**src/rtl/cv32e40s_pkg.sv**
```systemverilog
// cv32e40s_pkg: shared types and constants for the sleep controller.
package cv32e40s_pkg;

   localparam int SLEEP_CNT_W = 8;

   typedef enum logic [2:0] {
      S_RUN,
      S_DRAIN,
      S_SETTLE,
      S_SLEEP,
      S_WAKE
   } sleep_state_e;

   // Counters run down to 0, so a wait of n cycles loads n-1.
   function automatic logic [SLEEP_CNT_W-1:0] cnt_load(input int n);
      return SLEEP_CNT_W'(n - 1);
   endfunction

endpackage

```
**src/rtl/cv32e40s_sleep_ctrl.sv**
```systemverilog
// cv32e40s_sleep_ctrl: WFI sleep sequencer driving the parent's clock-gate enable.
// Outputs come from registers only, so reset alone reopens the gate.
module cv32e40s_sleep_ctrl
   import cv32e40s_pkg::*;
#(
   parameter int SETTLE_CYCLES = 2,
   parameter int WAKE_CYCLES   = 2
) (
   input  logic clk_i,
   input  logic rst_i,
   input  logic wfi_req_i,
   input  logic core_idle_i,
   input  logic wake_i,
   output logic gate_en_o,
   output logic sleeping_o,
   output logic wake_ack_o
);

   sleep_state_e             r_state;
   sleep_state_e             w_state_nxt;
   logic [SLEEP_CNT_W-1:0]   r_cnt;
   logic [SLEEP_CNT_W-1:0]   w_cnt_nxt;
   logic                     r_ack;
   logic                     w_ack_nxt;

   always_ff @(posedge clk_i or posedge rst_i) begin
      if (rst_i) begin
         r_state <= S_RUN;
         r_cnt   <= '0;
         r_ack   <= 1'b0;
      end else begin
         r_state <= w_state_nxt;
         r_cnt   <= w_cnt_nxt;
         r_ack   <= w_ack_nxt;
      end
   end

   always_comb begin
      w_state_nxt = r_state;
      w_cnt_nxt   = r_cnt;
      w_ack_nxt   = 1'b0;
      case (r_state)
         S_RUN: begin
            if (wfi_req_i && !wake_i) w_state_nxt = S_DRAIN;
         end
         S_DRAIN: begin
            if (wake_i) begin
               w_state_nxt = S_RUN;
            end else if (core_idle_i) begin
               w_state_nxt = S_SETTLE;
               w_cnt_nxt   = cnt_load(SETTLE_CYCLES);
            end
         end
         S_SETTLE: begin
            if (wake_i) begin
               w_state_nxt = S_RUN;
            end else if (!core_idle_i) begin
               w_state_nxt = S_DRAIN;
            end else if (r_cnt == '0) begin
               w_state_nxt = S_SLEEP;
            end else begin
               w_cnt_nxt = r_cnt - 8'd1;
            end
         end
         S_SLEEP: begin
            if (wake_i) begin
               w_state_nxt = S_WAKE;
               w_cnt_nxt   = cnt_load(WAKE_CYCLES);
            end
         end
         S_WAKE: begin
            if (r_cnt == '0) begin
               w_state_nxt = S_RUN;
               w_ack_nxt   = 1'b1;
            end else begin
               w_cnt_nxt = r_cnt - 8'd1;
            end
         end
         default: w_state_nxt = S_RUN;
      endcase
   end

   assign gate_en_o  = r_state != S_SLEEP;
   assign sleeping_o = r_state == S_SLEEP || r_state == S_WAKE;
   assign wake_ack_o = r_ack;

   always_ff @(posedge clk_i) begin
      assert (SETTLE_CYCLES >= 1 && SETTLE_CYCLES <= 255) else $error("SETTLE_CYCLES out of range");
      assert (WAKE_CYCLES >= 1 && WAKE_CYCLES <= 255) else $error("WAKE_CYCLES out of range");
   end

endmodule

```
**config.mk**
```make
export PLATFORM = sky130hd
export DESIGN_NAME = cv32e40s_sleep_ctrl
export DESIGN_NICKNAME = d
export VERILOG_FILES = /design/src/rtl/cv32e40s_pkg.sv /design/src/rtl/cv32e40s_sleep_ctrl.sv
export SDC_FILE = /design/constraint.sdc
export NUM_CORES = 1
export LEC_CHECK = 0
export BUFFER_PORTS_ARGS = -buffer_cell sky130_fd_sc_hd__buf_2
export CORE_UTILIZATION = 55
export DETAILED_ROUTE_END_ITERATION = 8
export PLACE_DENSITY = 0.77
export SLEW_MARGIN = 5
export SYNTH_ARGS = -nofsm -noshare
export SYNTH_HDL_FRONTEND = slang
export SYNTH_SLANG_ARGS = --single-unit
export TNS_END_PERCENT = 5
```
**constraint.sdc**
```tcl
create_clock -name clk_i -period 2.15 [get_ports clk_i]
set_clock_uncertainty 0.05 [all_clocks]
set_input_delay 0.1075 -clock clk_i [delete_from_list [all_inputs] [get_ports clk_i]]
set_output_delay 0.1075 -clock clk_i [all_outputs]
set_load 0.02 [all_outputs]
```
==> key figures <==
CTS
  • Hold buffers post-CTS: 1
  • CTS tree: yes
  • Clk slew on worst S/H paths: 70 ps
  • Post-CTS sizing: 0
  • CTS Root Cell: clkbuf_4
  • Max Buffers Root-to-Sink: 2
  • CTS buffer count: 3
  • Postcts setup bufs: 0
  • CTS H-tree depth: 1
  • CTS sink cnt: 12
  • Clk Latency, worst-skew pair: 280 ps

Timing
  • Tcrit/Tclk final: 90.4%
  • Final setup vio count: 0
  • Fin. max-slew vios: 0
  • Final min period: 1940 ps
  • F_max: 514 MHz
  • Slew headroom: 63.8%
  • Worst-margin pin slew: 538 ps
  • RSZ-0062 raised after global routing: no
  • Sum Neg Setup Slack: 0 ps
  • Final Hold Viols: 0

Power
  • Peak supply drop: 0.000599 V
  • Pwr Density: 1150 nW/um^2
  • P_int: 0.536 mW
  • Sequential Power Share: 40.6%
  • Net Sw Power: 0.399 mW
  • Sw Share: 42.7%
  • Leak: 0.403 nW
  • Clock network fraction of design power: 15.0%
  • Total Power: 0.935 mW
  • Comb power frac: 44.4%

Worst setup path
  • Crit path DAT: 2060 ps
  • CP Max Fanout: 7
  • Setup slack on the worst flop-to-flop path: 210 ps
  • Launch point of the worst path: r_cnt[0]
  • Crit path capture type: flop
  • Worst reg2reg endpoint: r_cnt[4]
  • Critical Path Start Type: flop
  • Worst r2r path cells: 6
  • WP data required: 2270 ps
  • CP Class: reg -> reg
  • Crit Reg-Reg Startpoint: r_cnt[0]
  • CP Capture Point: r_cnt[4]

Routing
  • Drt first pass iters: 4
  • Routed WL: 1550 um
  • Via/cell ratio: 6.32
  • DR WL/cell: 15.8 um
  • DRC viols: 0
  • Vias: 619
  • Starting DRT DRC Count: 35
  • Routed Antenna Nets: 0

Global route
  • Largest net degree at the start of global routing: 13
  • Vias in the first global route: 598
  • First-pass GRT wire length: 2570 um
  • Initial antenna violation count: 0
  • GRT Overall Usage: 26.0%
  • Grt ovf: 0

Synth
  • Most common cell in the netlist: dfrtp_1
  • Cell area after synthesis: 739 um^2
  • Synth cell types: 34
  • Post-synthesis net count: 82
  • EDFF count, synth: 0
  • Syn Inst Count: 75
  • Mean Syn Cell Area: 9.86 um^2
  • Top post-synthesis cells by area: dfrtp_1 41%, inv_1 3.6%, o221ai_4 3.6%
  • YS warnings: 0
  • Leading area contributor after synthesis: dfrtp_1
  • Post-synth ARST share: 100%
  • Most common flop cell mapped by yosys: dfrtp_1
  • Register area share after synthesis: 40.6%
  • FF+latch count, synth: 12
  • Commonest cells post-synth: 12 x dfrtp_1, 7 x inv_1, 6 x nand2_1, 5 x nor3_1, 4 x nor2_1
  • Top-area cell type share of the netlist area: 40.6%

Finish
  • Reg area: 300 um^2
  • N_diodes: 0
  • Fin area: 815 um^2
  • Nets: 93
  • Share of layout cells above drive strength 1: 21.4%
  • Cell Count, Final, Fillers Out: 98
  • Layout fillers: 84
  • Footprint of the multi-input gates: 403 um^2
  • Area growth from synthesis to layout: 10.2%

Floorplan
  • Die span in y: 38.7 um
  • Starting density of the core: 63.1%
  • Io pins: 8
  • Core ar.: 1170 um^2
  • Rows: 12
  • DIE WIDTH: 38.7 um
  • Die footprint: 1490 um^2

Place
  • DP HPWL: 1120 um
  • DP Cell Count: 94
  • Port bufs: 7
  • GPL Wtd Cong: 0.830
  • Total placed instance area: 782 um^2

Job
  • Max Cap Viol: 0

Min path
  • Hold wc startpoint: wake_i
  • Hold Crit Class: in -> reg

Status
  • Outcome: finished clean
worst min-delay path by stage:
stage               slack (ps)         end  cells past startpoint
global route                30  r_state[1]                      2
detailed placement          80    r_cnt[7]                      2
finish                       5  r_state[1]                      2
CTS                          8  r_state[1]                      2
floorplan                  -80    r_cnt[0]                      1
global placement            70  wake_ack_o                      2
routing by layer:
layer | vias to the layer above | track usage, % | part of all wire (%)
met3 | 7 | 5.20 | 4.5
met4 | 0 | 14.7 | 2.7
met2 | 18 | 37.5 | 44
met5 | - | 0 | 0
met1 | 287 | 35.8 | 49
li1 | 307 | - | -
power groups by stage:
stage / Sequential, mW / Clock [mW] / Combinational, mW
global placement: 0.373 / 0 / 0.396
floorplan: 0.349 / 0 / 0.347
finish: 0.380 / 0.140 / 0.415
global route: 0.388 / 0.151 / 0.458
detailed placement: 0.376 / 0 / 0.405
CTS: 0.376 / 0.138 / 0.406
final cells by class:
cell class | count | share of cell area [%]
Clock buffer | 3 | 2.76
Sequential cell | 12 | 36.9
Timing Repair Buffer | 8 | 5.53
Multi-Input combinational cell | 54 | 49.5
Inverter | 7 | 3.23
Tap cell | 14 | 2.15
sequential cells by signal (all words and copies together) (netlist names):
| signal | flops |
|---|---|
| wake_ack_o | 1 |
| r_cnt | 8 |
| r_state | 3 |
critical path: stages (launching register included):
cell and delay [ps]:
dfrtp_1 390, inv_1 120, ha_1 160, or3b_2 510, o221ai_4 250, nor4_1 90, a211o_1 270
metrics by stage:
stage                     utilization, %  hold slack [ps]  worst slack (ps)
final                               69.6             4.79               206
after global routing                69.6             32.9               159
after CTS                           69.6             7.95               216
after detailed placement            66.8             82.3               224
after global placement              66.8             73.8               280
after floorplan                        -            -77.8               343
kinds of logic (layout without fill, tap and decap cells):
logic type | count (synthesis) | after routing | synth area share, %
AOI/OAI and AO/OA | 22 | 22 | 26.2
muxes | 1 | 1 | 1.52
adders and majority gates | 2 | 2 | 3.38
DFF | 12 | 12 | 40.6
buffers and inverters | 9 | 18 | 4.91
and+or+nand+nor | 28 | 28 | 22.2
xor gates and xnor gates | 1 | 1 | 1.18
layout by cell type (no fill, tap or decap), types with 2 or more instances in the layout:
master    count
a211o_1       2
a22o_1        2
buf_2         7
clkbuf_4      3
dfrtp_1      12
ha_1          2
inv_1         7
nand2_1       6
nand3_1       2
nor2_1        4
nor3_1        5
nor4_1        2
nor4bb_1      2
o211a_1       2
o21ai_0       2
o22ai_1       3
o31ai_1       2
(Power assumes the default switching activity.)
